==> src/rtl/uart_tx_fifo.sv <==
// uart_tx_fifo: buffered UART transmitter.
// Bytes written with write_uart are queued in a small FIFO. A framing FSM
// pops one byte at a time and shifts it out LSB first on tx as 8N1, or as
// 8E1 when UART_TX_PARITY_EN is defined.
// The module has its own baud divider. dbg_state_o exposes the FSM state.
// Optional feature macro: UART_TX_PARITY_EN (adds an even-parity bit).
module uart_tx_fifo #(
    parameter int DBITS    = 8,
    parameter int SB_TICK  = 16,
    parameter int BAUD_DIV = 651,
    parameter int FIFO_AW  = 2
) (
    input  logic             clk_100MHz,
    input  logic             reset,
    input  logic             write_uart,
    input  logic [DBITS-1:0] write_data,
    output logic             tx_full,
    output logic             tx_empty,
    output logic             tx_busy,
    output logic             tx,
    output logic [2:0]       dbg_state_o
);

    localparam int DEPTH  = 1 << FIFO_AW;
    localparam int DIV_W  = (BAUD_DIV > 1) ? $clog2(BAUD_DIV) : 1;
    localparam int TICK_W = (SB_TICK > 1) ? $clog2(SB_TICK) : 1;
    localparam int BIT_W  = (DBITS > 1) ? $clog2(DBITS) : 1;

    typedef enum logic [2:0] {
        S_IDLE   = 3'd0,
        S_START  = 3'd1,
        S_DATA   = 3'd2,
        S_PARITY = 3'd3,
        S_STOP   = 3'd4
    } state_t;

    // FIFO storage and bookkeeping
    logic [DBITS-1:0]   mem_q [DEPTH];
    logic [FIFO_AW-1:0] wptr_q, rptr_q;
    logic [FIFO_AW:0]   count_q;
    logic               fifo_empty, fifo_full;
    logic               push, pop;
    logic [DBITS-1:0]   head;

    // Framing FSM state
    state_t             state_q;
    logic [DIV_W-1:0]   div_q;
    logic [TICK_W-1:0]  s_q;
    logic [BIT_W-1:0]   n_q;
    logic [DBITS-1:0]   shift_q;
    logic               par_q;
    logic               tx_q;
    logic               busy_q;
    logic               tick;
    logic               last_tick;

    assign fifo_empty = (count_q == '0);
    assign fifo_full  = (count_q == (FIFO_AW+1)'(DEPTH));
    assign head       = mem_q[rptr_q];

    // The FSM pops only from IDLE. A write on a full FIFO is taken only when a
    // pop frees a slot in the same cycle.
    assign pop  = (state_q == S_IDLE) && !fifo_empty;
    assign push = write_uart && (!fifo_full || pop);

    // The divider runs only while a frame is in progress, so every bit is full length.
    assign tick      = (state_q != S_IDLE) && (div_q == DIV_W'(BAUD_DIV - 1));
    assign last_tick = tick && (s_q == TICK_W'(SB_TICK - 1));

    // Storage write. There is no reset: stale entries are unreachable once the pointers clear.
    always_ff @(posedge clk_100MHz) begin
        if (reset && push) begin
            mem_q[wptr_q] <= write_data;
        end
    end

    // FIFO pointers and occupancy count
    always_ff @(posedge clk_100MHz) begin
        if (!reset) begin
            wptr_q  <= '0;
            rptr_q  <= '0;
            count_q <= '0;
        end else begin
            if (push) wptr_q <= wptr_q + FIFO_AW'(1);
            if (pop)  rptr_q <= rptr_q + FIFO_AW'(1);
            case ({push, pop})
                2'b10:   count_q <= count_q + (FIFO_AW+1)'(1);
                2'b01:   count_q <= count_q - (FIFO_AW+1)'(1);
                default: count_q <= count_q;
            endcase
        end
    end

    // Framing FSM with baud divider and registered tx/busy outputs
    always_ff @(posedge clk_100MHz) begin
        if (!reset) begin
            state_q <= S_IDLE;
            div_q   <= '0;
            s_q     <= '0;
            n_q     <= '0;
            shift_q <= '0;
            par_q   <= 1'b0;
            tx_q    <= 1'b1;
            busy_q  <= 1'b0;
        end else begin
            // The line shows the state that was current before this edge.
            case (state_q)
                S_START:  tx_q <= 1'b0;
                S_DATA:   tx_q <= shift_q[0];
                S_PARITY: tx_q <= par_q;
                default:  tx_q <= 1'b1;
            endcase
            busy_q <= (state_q != S_IDLE);

            if (state_q == S_IDLE || tick) begin
                div_q <= '0;
            end else begin
                div_q <= div_q + DIV_W'(1);
            end

            if (tick) begin
                s_q <= last_tick ? '0 : s_q + TICK_W'(1);
            end

            case (state_q)
                S_IDLE: begin
                    if (pop) begin
                        shift_q <= head;
                        par_q   <= ^head;
                        s_q     <= '0;
                        n_q     <= '0;
                        state_q <= S_START;
                    end
                end
                S_START: begin
                    if (last_tick) state_q <= S_DATA;
                end
                S_DATA: begin
                    if (last_tick) begin
                        shift_q <= shift_q >> 1;
                        if (n_q == BIT_W'(DBITS - 1)) begin
                            n_q <= '0;
`ifdef UART_TX_PARITY_EN
                            state_q <= S_PARITY;
`else
                            state_q <= S_STOP;
`endif
                        end else begin
                            n_q <= n_q + BIT_W'(1);
                        end
                    end
                end
                S_PARITY: begin
                    if (last_tick) state_q <= S_STOP;
                end
                S_STOP: begin
                    if (last_tick) state_q <= S_IDLE;
                end
                default: state_q <= S_IDLE;
            endcase
        end
    end

    assign tx          = tx_q;
    assign tx_busy     = busy_q;
    assign tx_full     = fifo_full;
    assign tx_empty    = fifo_empty;
    assign dbg_state_o = state_q;

endmodule
==> config.mk <==
export PLATFORM = sky130hd
export DESIGN_NAME = uart_tx_fifo
export DESIGN_NICKNAME = d
export VERILOG_FILES = /design/src/rtl/uart_tx_fifo.sv
export SDC_FILE = /design/constraint.sdc
export NUM_CORES = 1
export LEC_CHECK = 0
export ABC_AREA = 0
export ABC_CLOCK_PERIOD_IN_PS = 5800
export CORE_ASPECT_RATIO = 0.9
export CORE_MARGIN = 4
export CORE_UTILIZATION = 55
export DETAILED_ROUTE_END_ITERATION = 10
export PLACE_DENSITY = 0.74
export SETUP_SLACK_MARGIN = 0.02
export SLEW_MARGIN = 5
export SYNTH_ARGS = -nofsm -noshare
export SYNTH_HDL_FRONTEND = slang
export SYNTH_SLANG_ARGS = --single-unit
==> constraint.sdc <==
create_clock -name clk_100MHz -period 5.8 [get_ports clk_100MHz]
set_clock_uncertainty 0.15 [all_clocks]
set_input_delay 1.16 -clock clk_100MHz [delete_from_list [all_inputs] [get_ports clk_100MHz]]
set_output_delay 1.16 -clock clk_100MHz [all_outputs]
set_load 0.05 [all_outputs]
# Word-level counts from Yosys, hierarchy flattened

Memory sizes are Yosys's and may differ from the RTL's. A register that Yosys moved wholly into a read port is not among the register bits.
Cells that the tools add are included.
Widths: inputs -> output; s select.

$add $sub $neg: 7
Muxes and demuxes: 24
Bitwise logic cells: 1
Eq/ne operators: 16
Reductions and logical operators: 19

Operators by type and width:

| cell                  | count |
|---|---|
| $mux 3                | 9 |
| $mux 4                | 4 |
| $mux 8                | 2 |
| $pmux 8 s2            | 1 |
| $pmux 3 s5            | 1 |
| $ne 2x2->1 const B    | 6 |
| $pmux 3 s2            | 2 |
| $add 10x1->10 const B | 1 |
| $eq 10x10->1 const B  | 1 |
| $eq 3x3->1 const B    | 3 |
| $reduce_xor 8->1      | 1 |
| $add 3x1->3 const B   | 2 |
| $eq 3x2->1 const B    | 2 |
| $logic_not 3->1       | 2 |
| $reduce_and 6->1      | 1 |
| $logic_and 1x1->1     | 5 |
| $add 2x1->2 const B   | 2 |
| $add 4x1->4 const B   | 1 |
| $eq 4x4->1 const B    | 1 |
| $mux 2                | 2 |
| $reduce_bool 2->1     | 2 |
| $eq 3x1->1 const B    | 1 |
| $pmux 1 s3            | 1 |
| $reduce_and 3->1      | 1 |
| other kinds (10)      | 13 |

Memories: 1
Word-level logic and storage cells: 79
Output and inout bits: 7
Memory bits (writable): 32
Flip-flop bits (word level): 38

Memories:

| name  | depth | width | read ports | clocked after Yosys merged registers in | wr ports | line | RTL |
|---|---|---|---|---|---|---|---|
| mem_q | 4     | 8     | 1          | 1                                       | 1        | 38   | `logic [DBITS-1:0] mem_q [DEPTH];` |

# Longest topological paths before layout

Depth in word-level cells: 8
Gate-level depth with buffers: 9
Depth with buffers taken out: 7

# Least setup slack after synthesis

Ideal clock, no wire load.

Path kind: flip-flop to flip-flop
From: register count_q[2]
To: register count_q[2]
Stages on the path, launching flop included: 8
Period minus slack after synthesis: 3.108 ns
Path slack: 2.692 ns
Path buffers: 0
Arrival: 2.843 ns
Data required time: 5.535 ns
Cells stage by stage: dfxtp_1 nor3_1 or3_1 fa_1 or4b_1 o31ai_2 xor2_1 and2_1

Word-level cells in the longest chain between the ends: 7
Elaborated cells on any way between the ends: 13

RTL lines:

| what                                                   | line | RTL |
|---|---|---|
| from (decl)                                            | 40   | `logic [FIFO_AW:0] count_q;` |
| from (signal assigned)                                 | 87   | `2'b10: count_q <= count_q + (FIFO_AW+1)'(1);` |
| from (signal assigned)                                 | 88   | `2'b01: count_q <= count_q - (FIFO_AW+1)'(1);` |
| from (signal assigned)                                 | 89   | `default: count_q <= count_q;` |
| $logic_not 3->1 *                                      | 57   | `assign fifo_empty = (count_q == '0);` |
| named net tx_empty                                     | 18   | `output logic tx_empty,` |
| $logic_not 1->1 *                                      | 63   | `assign pop = (state_q == S_IDLE) && !fifo_empty;` |
| $logic_and 1x1->1 *                                    | 63   |  |
| $logic_or 1x1->1                                       | 64   | `assign push = write_uart && (!fifo_full \|\| pop);` |
| $logic_and 1x1->1                                      | 64   |  |
| $eq 2x1->1 / $eq 2x2->1 (equally long branches)        | 86   | `case ({push, pop})` |
| $pmux 3 s2 / $reduce_bool 2->1 (equally long branches) | n/a  |  |

Mark *: on every way through the listed nets, which the timed path passes. The rest lies on a longest branch.
A chain may end at the register's enable or synchronous reset.

# Final worst setup path

From: register count_q[2]
To: output tx_empty

Word-level cells in the longest chain between the ends: 1

RTL lines:

| what            | line |
|---|---|
| $logic_not 3->1 | 57 |
| to (decl)       | 18 |

No other way between the ends.

==> summary.txt <==
number of global-route vias before repair = 1,755
EDFF count, synth = 32
Seq/Total Area, Yosys = 56.7%
top_reg_cell synth = dfxtp_1
Syn. warnings = 0
first-pass GRT wire length = 8.45 mm
Die Y = 79.3 um
Post-Synth XOR/XNOR Area = 5.92%
DRC = 0
Tot GR Track Use = 16.2%
minimum clock period = 3.43 ns
H-tree lvl count = 3
vias per cell = 5.48
# rows = 25
Initial Util = 58.1%
Max Cap Violations = 0
Die Wd = 87.2 um
syn_nets = 267
Core Region = 0.00535 mm^2
Cell Chain, Critical Path = nor3_1 > clkdlybuf4s50_1
worst min-delay path category = register to register
clk_lat worst skew = 0.34 ns
Net Sw Frac = 32.4%
P&R area growth vs syn = 13.2%
sequential power share = 44.3%
Post-Synth Simple-Gate Area = 14.3%
WP buf/inv = 1
CP max stage delay = 0.92 ns
# port buffers = 17
GR peak layer = met2
CP max-delay cell = clkdlybuf4s50_1
routability-driven placement congestion ratio = 0.773
io pins = 18
VDD IR max = 250 uV
Critical Path AT = 2.12 ns
Async SR Flop Fraction = 0%
hold-fix buffer count after cts = 0
area post-placement = 0.00332 mm^2
net switching power = 0.000470 W
status = complete, no violations
Slew Limit Fails = 0
Critical Path End Type = output port
pwr dens = 412 mW/mm^2
worst slack, placed = 2.53 ns
layout cells sized above 1 = 12.2%
number of buffers created by CTS = 9
Logic pwr share = 29.1%
most common cell after layout, fill and taps aside = dfxtp_1
Tot Pwr = 0.00145 W
main combinational cell family by area after synthesis = simple AND/OR/NAND/NOR gates
Tightest Pin Transition = 0.973 ns
final WL = 4.94 mm
most frequent cells in the layout = 40 x dfxtp_1, 32 x edfxtp_1, 19 x nand2_1, 17 x clkdlybuf4s50_1, 15 x nor2_1
Peak Freq = 291 MHz
startpoint types = register
Critical Path RT = 4.49 ns
Layout Nets = 287
post_cts resized = 0
Worst slew margin = 34.9%
post-synthesis adder-cell area fraction = 4.27%
Antenna Cells = 0
multiplexer share of the synthesized area = 8.70%
die footprint = 0.00692 mm^2
Synth Instances = 246
Int Pwr = 0.000979 W
maximum root-to-sink buffer count = 2
complex-gate fraction of the synthesized area = 7.85%
number of detailed-route iterations in the first pass = 4
routed vias = 1,851
crit path max fanout = 5
Antenna Nets Post-Route = 0
Overflow after GRT = 0
delay-heaviest family, CP = buffers and inverters
GR Util met1 = 22.2%
Final Cell Area = 0.00352 mm^2
initial antenna violation count = 0
final worst slack = 2.37 ns
Final Cycle Share = 59.2%
wire per inst = 14.6 um
met3 Use GR = 5.91%
Setup-failing EPs final = 0
#FFs+latches synth = 72
Post-DP HPWL = 3.31 mm
mapped cell area = 0.00311 mm^2
final hold vios = 0
largest net degree at the start of global routing = 30
clk root buf = clkbuf_8
M2 GR Usage = 23.3%
Sink Count = 72
Setup TNS Final = 0 ns
Leak = 1.29 nW
Synth Area per Inst = 12.6 um^2
initial drt markers = 104
RSZ-0062 raised after global routing = false
Worst-path clk slew = 0.08 ns
Crit Path Class = register to output port
number of buffers added for setup after CTS = 0
power share of the clock group = 26.6%
Distinct cells, synth = 44
CTS tree = built
-- state kept, by name, indices dropped and copies added, names as in the netlist, named ones only --
register	count
count_q	3
dbg_state_o	3
div_q	10
mem_q	32
n_q	3
par_q	1
rptr_q	2
s_q	4
shift_q	8
tx	1
tx_busy	1
wptr_q	2
-- power groups by stage --
stage          registers, W  logic (W)  clock network [W]
3_3_place_gp       0.000652   0.000414                  0
3_5_place_dp       0.000654   0.000421                  0
4_1_cts            0.000643   0.000424           0.000398
2_1_floorplan      0.000653   0.000347                  0
5_1_grt            0.000652   0.000463           0.000420
6_report           0.000642   0.000421           0.000386
-- cells in the mapped netlist, types with 6 or more instances --
cell	number	area, um^2
nand3_1	11	55.1
ha_1	9	113
o211a_1	8	80.1
mux4_2	8	180
nor2_1	15	56.3
and2_1	6	37.5
dfxtp_1	40	801
nand2_1	19	71.3
and3_1	8	50.1
xnor2_1	10	87.6
mux2i_1	9	90.1
xor2_1	11	96.3
edfxtp_1	32	961
-- worst reg2reg max path, stage by stage, from the launching register on --
cell	delay, ns
dfxtp_1	0.38
or3_1	0.53
or3_1	0.40
fa_1	0.41
or4b_1	0.20
o31ai_2	0.07
xor2_1	0.15
and2_1	0.16
-- logic make-up after synthesis --
| logic type | Yosys count |
|---|---|
| mux | 17 |
| buf+inv | 14 |
| flops | 72 |
| fa+ha+maj | 10 |
| simple gates | 81 |
| compound gates | 31 |
| xor+xnor | 21 |
-- per-stage QoR --
stage | instances | utilization [%] | hold WS (ns)
CTS | 338 | 65.8 | 0.320
floorplan | 246 | - | 0.284
detailed placement | 322 | 62.1 | 0.309
finish | 338 | 65.8 | 0.315
global route | 338 | 65.8 | 0.334
global placement | 322 | 62.1 | 0.291
-- area by class of cell --
class                   count  area [um^2]
fillers                   408         1830
multi-input cells         160         1280
well taps                  67         83.8
inverters                   5         18.8
flip-flops and latches     72         1760
clock inverters             7         70.1
repair buffers             18          178
clock buffers               9          124
-- final timing paths --
check / from / end / slack [ns] / cells past startpoint
setup reg to reg: dbg_state_o[1]$_SDFFE_PN0P_ / count_q[2]$_SDFFE_PN0P_ / 3.24 / 7
setup / recovery: count_q[2]$_SDFFE_PN0P_ / tx_empty / 2.37 / 2
hold / removal: n_q[1]$_SDFFE_PN0P_ / n_q[1]$_SDFFE_PN0P_ / 0.31 / 2
hold reg to reg: n_q[1]$_SDFFE_PN0P_ / n_q[1]$_SDFFE_PN0P_ / 0.31 / 2
-- per-layer routing --
| layer | part of all wire (%) | wire (um) |
|---|---|---|
| met1 | 50 | 2480 |
| met2 | 45 | 2210 |
| met3 | 4.3 | 211 |
| met4 | 0.97 | 48 |
| met5 | 0 | 0 |
No activity file was read; power rests on OpenSTA's default activity.
